**src/rtl/ball_i2c_tx_if.sv**
```systemverilog
`default_nettype none
// ============================================================================
// Module      : ball_i2c_tx_if
// Description : Bundle between the game controller and the ball hand-off
//               I2C transmitter. It carries the send request, the ball state,
//               the open-drain line controls and the status flags.
//               The master modport is the transmitter side. The slave modport
//               is the controller/line side.
// Signals     : ball_send_trigger  level send request (held until done)
//               ball_y[9:0]        ball y position
//               ball_vy[7:0]       signed y velocity
//               gravity_counter    gravity phase (2 bits)
//               ball_fast          1 = base period, 0 = half period
//               sda_in             sampled SDA line level
//               scl_oe / sda_oe    1 pulls the line low
//               busy               transaction in progress
//               is_i2c_master_done one-cycle end-of-frame pulse
//               nack_error         a NACK was seen in the current/last frame
// Revision    : 1.0 - initial release
// ============================================================================
interface ball_i2c_tx_if;
    logic       ball_send_trigger;
    logic [9:0] ball_y;
    logic [7:0] ball_vy;
    logic [1:0] gravity_counter;
    logic       ball_fast;
    logic       sda_in;
    logic       scl_oe;
    logic       sda_oe;
    logic       busy;
    logic       is_i2c_master_done;
    logic       nack_error;

    modport master (
        input  ball_send_trigger, ball_y, ball_vy, gravity_counter, ball_fast, sda_in,
        output scl_oe, sda_oe, busy, is_i2c_master_done, nack_error
    );

    modport slave (
        output ball_send_trigger, ball_y, ball_vy, gravity_counter, ball_fast, sda_in,
        input  scl_oe, sda_oe, busy, is_i2c_master_done, nack_error
    );
endinterface
`default_nettype wire

```
**src/rtl/ball_i2c_tx.sv**
```systemverilog
`default_nettype none
// ============================================================================
// Module      : ball_i2c_tx
// Description : Transmit end of the inter-board ball hand-off link. On a rising
//               edge of the send trigger it latches the ball state. It then
//               writes the frame {addr+W, D0..D4} as an open-drain I2C master.
//               It finishes with a one-cycle done pulse.
//               Optional macro BALL_TX_CHECKSUM_EN appends D5 = D0^D1^D2^D3^D4.
// Ports       : clk_25MHZ - system clock
//               reset     - synchronous, active-high
//               bus       - ball_i2c_tx_if.master (trigger, ball state, sda_in,
//                           scl_oe, sda_oe, busy, done pulse, nack_error)
// Parameters  : SLAVE_ADDR - 7-bit peer address
//               CLK_DIV    - clocks per SCL quarter-phase, legal range 2..1023
// Revision    : 1.0 - initial release
// ============================================================================
module ball_i2c_tx #(
    parameter logic [6:0] SLAVE_ADDR = 7'h42,
    parameter int         CLK_DIV    = 62
) (
    input  wire logic      clk_25MHZ,
    input  wire logic      reset,
    ball_i2c_tx_if.master  bus
);

`ifdef BALL_TX_CHECKSUM_EN
    localparam logic [2:0] c_LAST_BYTE = 3'd6;   // A0, D0..D5
`else
    localparam logic [2:0] c_LAST_BYTE = 3'd5;   // A0, D0..D4
`endif
    localparam logic [9:0] c_Q_LAST = 10'(CLK_DIV - 1);

    typedef enum logic [2:0] {
        S_IDLE  = 3'd0,
        S_START = 3'd1,
        S_BIT   = 3'd2,
        S_ACK   = 3'd3,
        S_STOP  = 3'd4,
        S_DONE  = 3'd5
    } state_t;

    state_t     r_state;
    logic [9:0] r_q;        // clock count inside one quarter-phase
    logic [1:0] r_qtr;      // quarter index inside the current step
    logic [3:0] r_bit;      // bit index within the byte, 0..7
    logic [2:0] r_byte;     // byte index within the frame, 0 = address
    logic [7:0] r_shift;    // MSB is the bit currently on SDA
    logic [9:0] r_y;
    logic [7:0] r_vy;
    logic [1:0] r_grav;
    logic       r_fast;
    logic       r_trig_d;
    logic       r_scl_oe;
    logic       r_sda_oe;
    logic       r_busy;
    logic       r_done;
    logic       r_nack;

    logic       w_q_tc;
    logic       w_trig_edge;
    logic [2:0] w_next_idx;
    logic [7:0] w_next_byte;

    assign w_q_tc      = (r_q == c_Q_LAST);
    assign w_trig_edge = bus.ball_send_trigger & ~r_trig_d;

    // Payload byte that follows the current one, built from the latched state.
    always_comb begin
        w_next_idx  = r_byte + 3'd1;
        w_next_byte = 8'h00;
        case (w_next_idx)
            3'd1: w_next_byte = {r_y[9:8], 6'b0};
            3'd2: w_next_byte = r_y[7:0];
            3'd3: w_next_byte = r_vy;
            3'd4: w_next_byte = {6'b0, r_grav};
            3'd5: w_next_byte = {7'b0, r_fast};
`ifdef BALL_TX_CHECKSUM_EN
            3'd6: w_next_byte = {r_y[9:8], 6'b0} ^ r_y[7:0] ^ r_vy ^ {6'b0, r_grav} ^ {7'b0, r_fast};
`endif
            default: w_next_byte = 8'h00;
        endcase
    end

    // The line controls are registered. Each transition loads the line
    // levels for the quarter that is being entered.
    always_ff @(posedge clk_25MHZ) begin
        if (reset) begin
            r_state  <= S_IDLE;
            r_q      <= '0;
            r_qtr    <= '0;
            r_bit    <= '0;
            r_byte   <= '0;
            r_shift  <= '0;
            r_y      <= '0;
            r_vy     <= '0;
            r_grav   <= '0;
            r_fast   <= 1'b0;
            r_trig_d <= 1'b0;
            r_scl_oe <= 1'b0;
            r_sda_oe <= 1'b0;
            r_busy   <= 1'b0;
            r_done   <= 1'b0;
            r_nack   <= 1'b0;
        end else begin
            r_trig_d <= bus.ball_send_trigger;
            r_done   <= 1'b0;

            if (r_state == S_START || r_state == S_BIT ||
                r_state == S_ACK   || r_state == S_STOP) begin
                r_q <= w_q_tc ? 10'd0 : r_q + 10'd1;
            end else begin
                r_q <= 10'd0;
            end

            case (r_state)
                S_IDLE: begin
                    if (w_trig_edge) begin
                        r_y      <= bus.ball_y;
                        r_vy     <= bus.ball_vy;
                        r_grav   <= bus.gravity_counter;
                        r_fast   <= bus.ball_fast;
                        r_nack   <= 1'b0;
                        r_busy   <= 1'b1;
                        r_qtr    <= 2'd0;
                        r_bit    <= 4'd0;
                        r_byte   <= 3'd0;
                        r_shift  <= {SLAVE_ADDR, 1'b0};
                        r_sda_oe <= 1'b1;        // START: SDA falls while SCL high
                        r_scl_oe <= 1'b0;
                        r_state  <= S_START;
                    end
                end

                S_START: begin
                    if (w_q_tc) begin
                        if (r_qtr == 2'd0) begin
                            r_qtr    <= 2'd1;
                            r_scl_oe <= 1'b1;
                        end else begin
                            r_qtr    <= 2'd0;
                            r_sda_oe <= ~r_shift[7];
                            r_state  <= S_BIT;
                        end
                    end
                end

                S_BIT: begin
                    if (w_q_tc) begin
                        r_qtr <= r_qtr + 2'd1;
                        case (r_qtr)
                            2'd1: r_scl_oe <= 1'b0;
                            2'd3: begin
                                r_scl_oe <= 1'b1;
                                if (r_bit == 4'd7) begin
                                    r_bit    <= 4'd0;
                                    r_sda_oe <= 1'b0;    // release for the slave ACK
                                    r_state  <= S_ACK;
                                end else begin
                                    r_bit    <= r_bit + 4'd1;
                                    r_shift  <= {r_shift[6:0], 1'b0};
                                    r_sda_oe <= ~r_shift[6];
                                end
                            end
                            default: ;
                        endcase
                    end
                end

                S_ACK: begin
                    if (w_q_tc) begin
                        r_qtr <= r_qtr + 2'd1;
                        case (r_qtr)
                            2'd1: r_scl_oe <= 1'b0;
                            2'd2: if (bus.sda_in) r_nack <= 1'b1;
                            2'd3: begin
                                r_scl_oe <= 1'b1;
                                if (r_nack || r_byte == c_LAST_BYTE) begin
                                    r_sda_oe <= 1'b1;
                                    r_state  <= S_STOP;
                                end else begin
                                    r_byte   <= w_next_idx;
                                    r_shift  <= w_next_byte;
                                    r_sda_oe <= ~w_next_byte[7];
                                    r_state  <= S_BIT;
                                end
                            end
                            default: ;
                        endcase
                    end
                end

                S_STOP: begin
                    if (w_q_tc) begin
                        r_qtr <= r_qtr + 2'd1;
                        case (r_qtr)
                            2'd0: r_scl_oe <= 1'b0;
                            2'd1: r_sda_oe <= 1'b0;  // SDA rises while SCL high
                            default: begin
                                r_qtr   <= 2'd0;
                                r_done  <= 1'b1;
                                r_state <= S_DONE;
                            end
                        endcase
                    end
                end

                S_DONE: begin
                    r_busy  <= 1'b0;
                    r_state <= S_IDLE;
                end

                default: r_state <= S_IDLE;
            endcase
        end
    end

    assign bus.scl_oe             = r_scl_oe;
    assign bus.sda_oe             = r_sda_oe;
    assign bus.busy               = r_busy;
    assign bus.is_i2c_master_done = r_done;
    assign bus.nack_error         = r_nack;

endmodule
`default_nettype wire

```
**src/flat_wrapper.sv**
```systemverilog
// flat-port wrapper written by rule: the top's interface ports become plain ports
module ball_i2c_tx_flat 
#(
    parameter logic [6:0] SLAVE_ADDR = 7'h42,
    parameter int         CLK_DIV    = 62
)
  (clk_25MHZ, reset, bus_ball_send_trigger, bus_ball_y, bus_ball_vy, bus_gravity_counter, bus_ball_fast, bus_sda_in, bus_scl_oe, bus_sda_oe, bus_busy, bus_is_i2c_master_done, bus_nack_error);
  ball_i2c_tx_if bus_i ();
  input  wire logic clk_25MHZ;
  input  wire logic reset;
  input wire logic [$bits(bus_i.ball_send_trigger)-1:0] bus_ball_send_trigger;
  input wire logic [$bits(bus_i.ball_y)-1:0] bus_ball_y;
  input wire logic [$bits(bus_i.ball_vy)-1:0] bus_ball_vy;
  input wire logic [$bits(bus_i.gravity_counter)-1:0] bus_gravity_counter;
  input wire logic [$bits(bus_i.ball_fast)-1:0] bus_ball_fast;
  input wire logic [$bits(bus_i.sda_in)-1:0] bus_sda_in;
  output wire logic [$bits(bus_i.scl_oe)-1:0] bus_scl_oe;
  output wire logic [$bits(bus_i.sda_oe)-1:0] bus_sda_oe;
  output wire logic [$bits(bus_i.busy)-1:0] bus_busy;
  output wire logic [$bits(bus_i.is_i2c_master_done)-1:0] bus_is_i2c_master_done;
  output wire logic [$bits(bus_i.nack_error)-1:0] bus_nack_error;
  assign bus_i.ball_send_trigger = bus_ball_send_trigger;
  assign bus_i.ball_y = bus_ball_y;
  assign bus_i.ball_vy = bus_ball_vy;
  assign bus_i.gravity_counter = bus_gravity_counter;
  assign bus_i.ball_fast = bus_ball_fast;
  assign bus_i.sda_in = bus_sda_in;
  assign bus_scl_oe = bus_i.scl_oe;
  assign bus_sda_oe = bus_i.sda_oe;
  assign bus_busy = bus_i.busy;
  assign bus_is_i2c_master_done = bus_i.is_i2c_master_done;
  assign bus_nack_error = bus_i.nack_error;
  ball_i2c_tx #(.SLAVE_ADDR(SLAVE_ADDR), .CLK_DIV(CLK_DIV)) u_core (.clk_25MHZ(clk_25MHZ), .reset(reset), .bus(bus_i));
endmodule
```
**config.mk**
```make
export PLATFORM = sky130hd
export DESIGN_NAME = ball_i2c_tx_flat
export DESIGN_NICKNAME = d
export VERILOG_FILES = /design/src/rtl/ball_i2c_tx_if.sv /design/src/rtl/ball_i2c_tx.sv /design/src/flat_wrapper.sv
export SDC_FILE = /design/constraint.sdc
export NUM_CORES = 1
export LEC_CHECK = 0
export CAP_MARGIN = 5
export CORE_MARGIN = 5
export CORE_UTILIZATION = 55
export DETAILED_ROUTE_END_ITERATION = 8
export HOLD_SLACK_MARGIN = 0.1
export PLACE_DENSITY_LB_ADDON = 0.25
export SLEW_MARGIN = 10
export SYNTH_ARGS = -nofsm -noshare
export SYNTH_HDL_FRONTEND = slang
export SYNTH_SLANG_ARGS = --single-unit
```
**constraint.sdc**
```tcl
create_clock -name clk_25MHZ -period 2.4 [get_ports clk_25MHZ]
set_input_delay 0.48 -clock clk_25MHZ [delete_from_list [all_inputs] [get_ports clk_25MHZ]]
set_output_delay 0.48 -clock clk_25MHZ [all_outputs]
set_load 0.005 [all_outputs]
```
# [Word level (Yosys, flattened, before mapping)]
# Index checks and enable logic that the tools add are counted.
[word_totals] word_cells=153 ff_bits=57
[op_classes] n_bitwise=8 n_reduce_logical=26 add_sub_neg=4 eq_ne=35 muxes=64
[ops] cell="$mux 8" count=7
[ops] cell="$mux 3" count=15
[ops] cell="$pmux 8 s5" count=1
[ops] cell="$ne 2x2->1 const B" count=12
[ops] cell="$pmux 8 s3" count=1
[ops] cell="$mux 1" count=22
[ops] cell="$reduce_and 10->1" count=2
[ops] cell="$mux 4" count=4
[ops] cell="$reduce_and 8->1" count=2
[ops] cell="$eq 3x3->1 const B" count=5
[ops] cell="$pmux 3 s5" count=1
[ops] cell="$reduce_and 5->1" count=3
[ops] cell="$eq 3x2->1 const B" count=4
[ops] cell="$ne 2x1->1 const B" count=6
[ops] cell="$add 10x1->10 const B" count=1
[ops] cell="$eq 10x6->1 const B" count=1
[ops] cell="$mux 2" count=5
[ops] cell="$pmux 2 s4" count=1
[ops] cell="$pmux 4 s2" count=1
[ops] cell="$not 1->1" count=7
[ops] cell="$eq 3x1->1 const B" count=2
[ops] cell="$pmux 1 s2" count=3
[ops] cell="$pmux 3 s2" count=1
[ops] cell="$reduce_bool 2->1" count=3
[ops] cell="20 further kinds" count=27

# [Longest topological paths before layout]
# Gate-level depths: netlist of the first run.
[logic_depth] word_depth=8 mapped_depth=9 ltp_nobuf=7

# [Least setup slack after synthesis of the first run]
# No wires, ideal clock.
[synth_path] path_kind="register -> register" from="register u_core.r_byte[1]" to="register u_core.r_byte[2]" setup_ns=0.116 slack_ns=0.559 t_arrival_ns=1.725 stages_incl_launch_ff=8 path_buffers=1 cell_sequence="dfxtp_1 > inv_1 > ha_1 > buf_2 > a21o_1 > o31ai_1 > o21ai_0 > a31o_2"
[synth_between] elab_chain_cells=5
[synth_rtl] item="from (decl)" line="ball_i2c_tx.sv:46" text="logic [2:0] r_byte;"
[synth_rtl] item="from (signal assigned)" line="ball_i2c_tx.sv:181" text="r_byte <= w_next_idx;"
[synth_rtl] item="$add 3x1->3" line="ball_i2c_tx.sv:69" text="w_next_idx = r_byte + 3'd1;"
[synth_rtl] item="$mux 3" line="ball_i2c_tx.sv:177" text="if (r_nack || r_byte == c_LAST_BYTE) begin"
[synth_rtl] item="$mux 3" line="ball_i2c_tx.sv:172" text="case (r_qtr)"
[synth_rtl] item="$mux 3" line="ball_i2c_tx.sv:170" text="if (w_q_tc) begin"
[synth_rtl] item="$pmux 3 s2" line="ball_i2c_tx.sv:115" text="case (r_state)"
# Parallel ways exist; a longest one is shown, timed or not. The select of a mux whose other input is x is not followed.
# A chain may end at the register's enable or synchronous reset.

# [Worst setup path in the final report of the first run]
[layout_path] from="register u_core.r_q[0]" to="register u_core.r_bit[0]"
[layout_between] elab_chain_cells=3
[layout_rtl] item="from (decl)" line="ball_i2c_tx.sv:43" text="logic [9:0] r_q;"
[layout_rtl] item="from (signal assigned)" line="ball_i2c_tx.sv:110" text="r_q <= w_q_tc ? 10'd0 : r_q + 10'd1;"
[layout_rtl] item="$eq 10x6->1" line="ball_i2c_tx.sv:64" text="assign w_q_tc = (r_q == c_Q_LAST);"
[layout_rtl] item="$ne 2x1->1 (no line)"
[layout_rtl] item="$reduce_and 4->1 (no line)"
[layout_rtl] item="to (signal assigned)" line="ball_i2c_tx.sv:159" text="r_bit <= r_bit + 4'd1;"
[layout_rtl] item="to (decl)" line="ball_i2c_tx.sv:45" text="logic [3:0] r_bit;"
# Every way passes these cells.

==> flow_summary.toml, run 1 <==
[clocking]
clock_path_buffers = 2
cts_setup_buffers = 0
cts_inserted_buffers = 9
cts.clk_slew.worst_paths_ps = 60
cts_root_buffer = "clkbuf_8"
clk_latency_ps = 340
cts_hold_buf = 0
cts_tree = "done"
clkSinkCount = 57
htreeDepth = 3
cts_resized = 0

[detailed_routing]
wl_per_cell_um = 14.3
first_iter_violations = 225
drt_first_pass_iters = 4
finalWirelength_mm = 6.59
via_per_inst = 5.60
ant_nets = 0
drc = 0
vias = 2582

[flow_run]
max-cap-violations = 0

[place]
gp_congestion = 0.881
place_hpwl_mm = 4.79
dp.cells = 447
dpl_cell_area_sq_um = 3280
portBuffers = 29
preCtsSetupSlack_ps = 65.4

[yosys]
synthesis.nets = 393
synth_enable_flop_cells = 0
synthFlopType = "dfxtp_1"
avgSynthCellArea_sq_um = 8.14
ys_seq_area_share_pct = 39.4
async_flop_share_pct = 0
synth-seq-cells = 57
synth_cell_types = 53
syn_area_sq_um = 2900
yosysWarnings = 0
syn_inst = 356

[global_route]
grt_pass1_wl_mm = 11.0
grt_usage_pct = 21.2
grt_max_degree = 28
first_global_vias = 2326
antenna_found_initial = 0
grt-ovfl-total = 0

[floorplan]
num_io_pins = 30
dieArea_sq_um = 6820
die_x_um = 82.6
rows = 26
die_h_um = 82.6
coreArea_sq_um = 5110
initial_core_util_pct = 56.7

[final_layout]
design_area_sq_um = 3440
antenna_cells = 0
finalNonFillerCells = 461
drive_gt1_share_pct = 10.7
synthToLayoutAreaGrowth_pct = 18.9
mostFrequentLayoutCell = "nand2_1"
layout.nets = 425
layout_common_cells = "nand2_1 (59), dfxtp_1 (57), a21oi_1 (38), nor2_1 (29), clkdlybuf4s50_1 (29)"

[power]
power_leakage_nw = 1.25
p_total_w = 0.00221
p_per_area_nw_per_um2 = 640
ir_drop_uv = 473

[setup_path]
path_max_fanout = 7
worst-setup-path-type = "flip-flop to flip-flop"
cp.required_ps = 2680
end_kind = "flip-flop"
crit_arrival_ps = 2320
critPathLaunchType = "flip-flop"

[sta]
slew_viol_final = 0
setup_slack_ps = 356
timing.final.crit_share_pct = 85.2
fmax_mhz = 489
rsz0062_at_grt = "no"
slew_headroom_pct = 64.5
finClkSkew_ps = 3.78
finalSetupViolations = 0
hold_viol = 0
finalWorstPathRequiredPeriod_ps = 2040
tns_ps = 0
worst_slew_pin_slew_ps = 531

[status]
status = "finished clean"

[hold_path]
hold_path_class = "flip-flop to flip-flop"
## routing by layer
metal | track usage, % | up-vias | wire (um)
li1 | - | 1320 | -
met1 | 27.8 | 1191 | 3070
met2 | 32.7 | 60 | 3110
met3 | 7.38 | 11 | 324
met4 | 6.86 | 0 | 84
met5 | 0 | - | 0
## worst max-delay path, stage by stage (launching register included)
cell and delay, ps:
dfxtp_1 370, ha_1 170, and4bb_4 250, and3_1 380, a31oi_1 260, or3_1 400, a21oi_1 140
## power by group
part	total (W)	switching, W	internal, W	leakage, nW
clock	0.000778	0.000363	0.000414	0.0871
combinational	0.000375	0.000200	0.000175	0.696
sequential	0.00105	0.0000497	0.00100	0.464
total	0.00221	0.000613	0.00159	1.25
## metrics by stage
stage / util, % / hold WS [ps]
floorplan: - / 432
global placement: 64.1 / 443
detailed placement: 64.1 / 447
CTS: 67.4 / 455
global route: 67.4 / 470
finish: 67.4 / 457
## final timing paths
path,startpoint,endpoint,cells after the start,slack [ps]
max,u_core.r_q[0],u_core.r_bit[0],6,360
min,u_core.r_y[0],u_core.r_y[0],2,460
max reg2reg,u_core.r_q[0],u_core.r_bit[0],6,360
min reg2reg,u_core.r_y[0],u_core.r_y[0],2,460
## cell usage after synthesis (3+ instances only)
| cell type | instances | area [sq um] |
|---|---|---|
| dfxtp_1 | 57 | 1140 |
| ha_1 | 12 | 150 |
| a221oi_1 | 4 | 35.0 |
| xor2_1 | 4 | 35.0 |
| inv_1 | 13 | 48.8 |
| or3_1 | 3 | 18.8 |
| nand2_1 | 59 | 221 |
| nor3_1 | 6 | 30.0 |
| nor2b_1 | 4 | 25.0 |
| a31oi_1 | 3 | 18.8 |
| and3_1 | 3 | 18.8 |
| nand3_1 | 12 | 60.1 |
| buf_2 | 5 | 25.0 |
| a21oi_1 | 38 | 190 |
| a211oi_1 | 4 | 30.0 |
| xnor2_1 | 7 | 61.3 |
| nand2b_1 | 4 | 25.0 |
| clkbuf_1 | 15 | 56.3 |
| a22o_1 | 4 | 35.0 |
| or4_1 | 4 | 30.0 |
| a22oi_1 | 6 | 45.0 |
| nand4_1 | 4 | 25.0 |
| or3b_2 | 4 | 35.0 |
| nor2_1 | 29 | 109 |
| o21ai_0 | 14 | 70.1 |
## flip-flops by register name, indices dropped and copies added (netlist names), 2 cells and up
name	flops
u_core.r_q	10
u_core.r_state	3
u_core.r_vy	8
u_core.r_shift	8
u_core.r_bit	4
u_core.r_byte	3
u_core.r_grav	2
u_core.r_y	10
u_core.r_qtr	2
## cell families after synthesis
group / synth area share, %
AND/OR/NAND/NOR: 25.3
multiplexers: 1.47
XOR/XNOR: 3.33
adder cells (fa/ha/maj): 5.18
AO/OA/AOI/OAI: 20.1
buffers and inverters: 5.27
flip-flops: 39.4
## area by class of cell
cell class	instances	area [sq um]
Clock buffer	11	151
Inverter	13	48.8
Multi-Input combinational cell	264	1600
Tap cell	70	87.6
Fill cell	433	1660
Timing Repair Buffer	43	395
Clock inverter	3	17.5
Sequential cell	57	1140
Note: power is estimated with default switching activity, not from simulation.
==> run 2, diff against run 1 <==
--- a/config.mk
+++ b/config.mk
@@ -8,6 +8,7 @@
 export CAP_MARGIN = 5
 export CORE_MARGIN = 5
 export CORE_UTILIZATION = 55
+export CTS_BUF_LIST = sky130_fd_sc_hd__clkbuf_16
 export DETAILED_ROUTE_END_ITERATION = 8
 export HOLD_SLACK_MARGIN = 0.1
 export PLACE_DENSITY_LB_ADDON = 0.25
==> run 2 against run 1 <==
  * Power rose by 14%
  * Clock-buffer cell count fell by 2
  * Design area rose by 2.4%
  * Die area did not move
  * Clock skew rose by 1.7 ps
  * First-iteration DRC count fell by 6.2%
  * Worst setup slack got worse by 6.7 ps
  * Wire length rose by 2.2%
  * Critical path type unchanged
  * Sequential power barely moved
  * Flip-flop and latch count did not move
  * Non-clock buffer count did not move
  * Global-route usage rose by 0.37 points
==> flow_summary.toml, run 2 (synthesized netlist as in run 1, its figures left out) <==
[global_route]
grt_pass1_wl_mm = 11.2
first_global_vias = 2402
grt_usage_pct = 21.6
grt_max_degree = 28
grt-ovfl-total = 0
antenna_found_initial = 0

[final_layout]
regArea_sq_um = 1140
design_area_sq_um = 3530
synthToLayoutAreaGrowth_pct = 21.7
antenna_cells = 0
reg_top3 = "u_core.r_q x10, u_core.r_y x10"
finalNonFillerCells = 461
fill_cells = 433
drive_gt1_share_pct = 10.2
multi_input_area_sq_um = 1600
layout.nets = 425
mostFrequentLayoutCell = "nand2_1"
layout_common_cells = "nand2_1 (59), dfxtp_1 (57), a21oi_1 (38), nor2_1 (29), clkdlybuf4s50_1 (29)"

[sta]
tns_ps = 0
fmax_mhz = 488
slew_headroom_pct = 63.6
finClkSkew_ps = 5.45
hold_viol = 0
finalSetupViolations = 0
slew_viol_final = 0
setup_slack_ps = 349
worst_slew_pin_slew_ps = 546
timing.final.crit_share_pct = 85.5
rsz0062_at_grt = "no"
timing.hold.ws_ps = 454
finalWorstPathRequiredPeriod_ps = 2050

[clocking]
clkSinkCount = 57
cts_inserted_buffers = 9
clock_path_buffers = 2
cts.clk_slew.worst_paths_ps = 50
clk_latency_ps = 320
cts_root_buffer = "clkbuf_16"
htreeDepth = 3
cts_hold_buf = 0
cts_setup_buffers = 0
cts_resized = 0
cts_tree = "done"

[floorplan]
num_io_pins = 30
initial_core_util_pct = 56.7
coreArea_sq_um = 5110
rows = 26
die_h_um = 82.6
die_x_um = 82.6
dieArea_sq_um = 6820

[place]
portBuffers = 29
dpl_cell_area_sq_um = 3280
place_hpwl_mm = 4.79
dp.cells = 447
gp_congestion = 0.881
preCtsSetupSlack_ps = 65.4

[setup_path]
worst-setup-path-type = "flip-flop to flip-flop"
end_kind = "flip-flop"
critPathLaunch = "u_core.r_state[0]"
reg2reg_from = "u_core.r_state[0]"
crit_arrival_ps = 2310
cp.required_ps = 2660
r2r_setup_slack_ps = 350
path_max_fanout = 15
critPathLaunchType = "flip-flop"

[detailed_routing]
drt_first_pass_iters = 5
wl_per_cell_um = 14.6
via_per_inst = 5.69
ant_nets = 0
first_iter_violations = 211
finalWirelength_mm = 6.73
drc = 0
vias = 2622

[power]
p_per_area_nw_per_um2 = 712
power_leakage_nw = 1.28
ir_drop_uv = 513

[status]
status = "finished clean"

[hold_path]
worstHoldStart = "u_core.r_vy[3]"
hold_path_class = "flip-flop to flip-flop"

[flow_run]
max-cap-violations = 0
[run 2: cell types whose count changed in the layout (fill, tap and decap cells not counted)]
cell / delta
clkbuf_8: -11
clkbuf_16: +9
clkinv_1: +2
[run 2: per-stage QoR]
stage / power (W) / utilization (%)
5_1_grt: 0.00262 / 69.0
6_report: 0.00251 / 69.0
2_1_floorplan: 0.00131 / -
4_1_cts: 0.00252 / 69.0
3_3_place_gp: 0.00144 / 64.1
3_5_place_dp: 0.00144 / 64.1
[run 2: worst paths after layout]
check	endpoint	cells past startpoint
hold / removal	u_core.r_vy[3]	2
setup reg to reg	u_core.r_bit[0]	5
setup / recovery	u_core.r_bit[0]	5
hold reg to reg	u_core.r_vy[3]	2
[run 2: area by class of cell]
type / count / share of cell area, %
inverter: 13 / 1.38
tap: 70 / 2.48
clock buffer: 9 / 6.39
multi-input combinational: 264 / 45.5
timing repair buffer: 43 / 11.2
clock inverter: 5 / 0.710
sequential: 57 / 32.4
[run 2: where the power goes]
group	internal (W)	switching, W
sequential	0.00101	0.0000505
clock	0.000672	0.000405
combinational	0.000175	0.000202
[run 2: worst max-delay path, cell delays in order, from the launching register on]
cell,delay [ps]
dfxtp_1,470
buf_4,240
nor3b_2,450
a31oi_1,280
or3_1,400
a21oi_1,140
[run 2: per-layer routing]
metal  wire (um)  global-route usage (%)  vias to the layer above
li1            -                       -                     1318
met1        3110                    28.0                     1229
met5           0                       0                        -
met2        3210                    33.8                       64
met3         315                    6.72                       11
met4          92                    7.84                        0
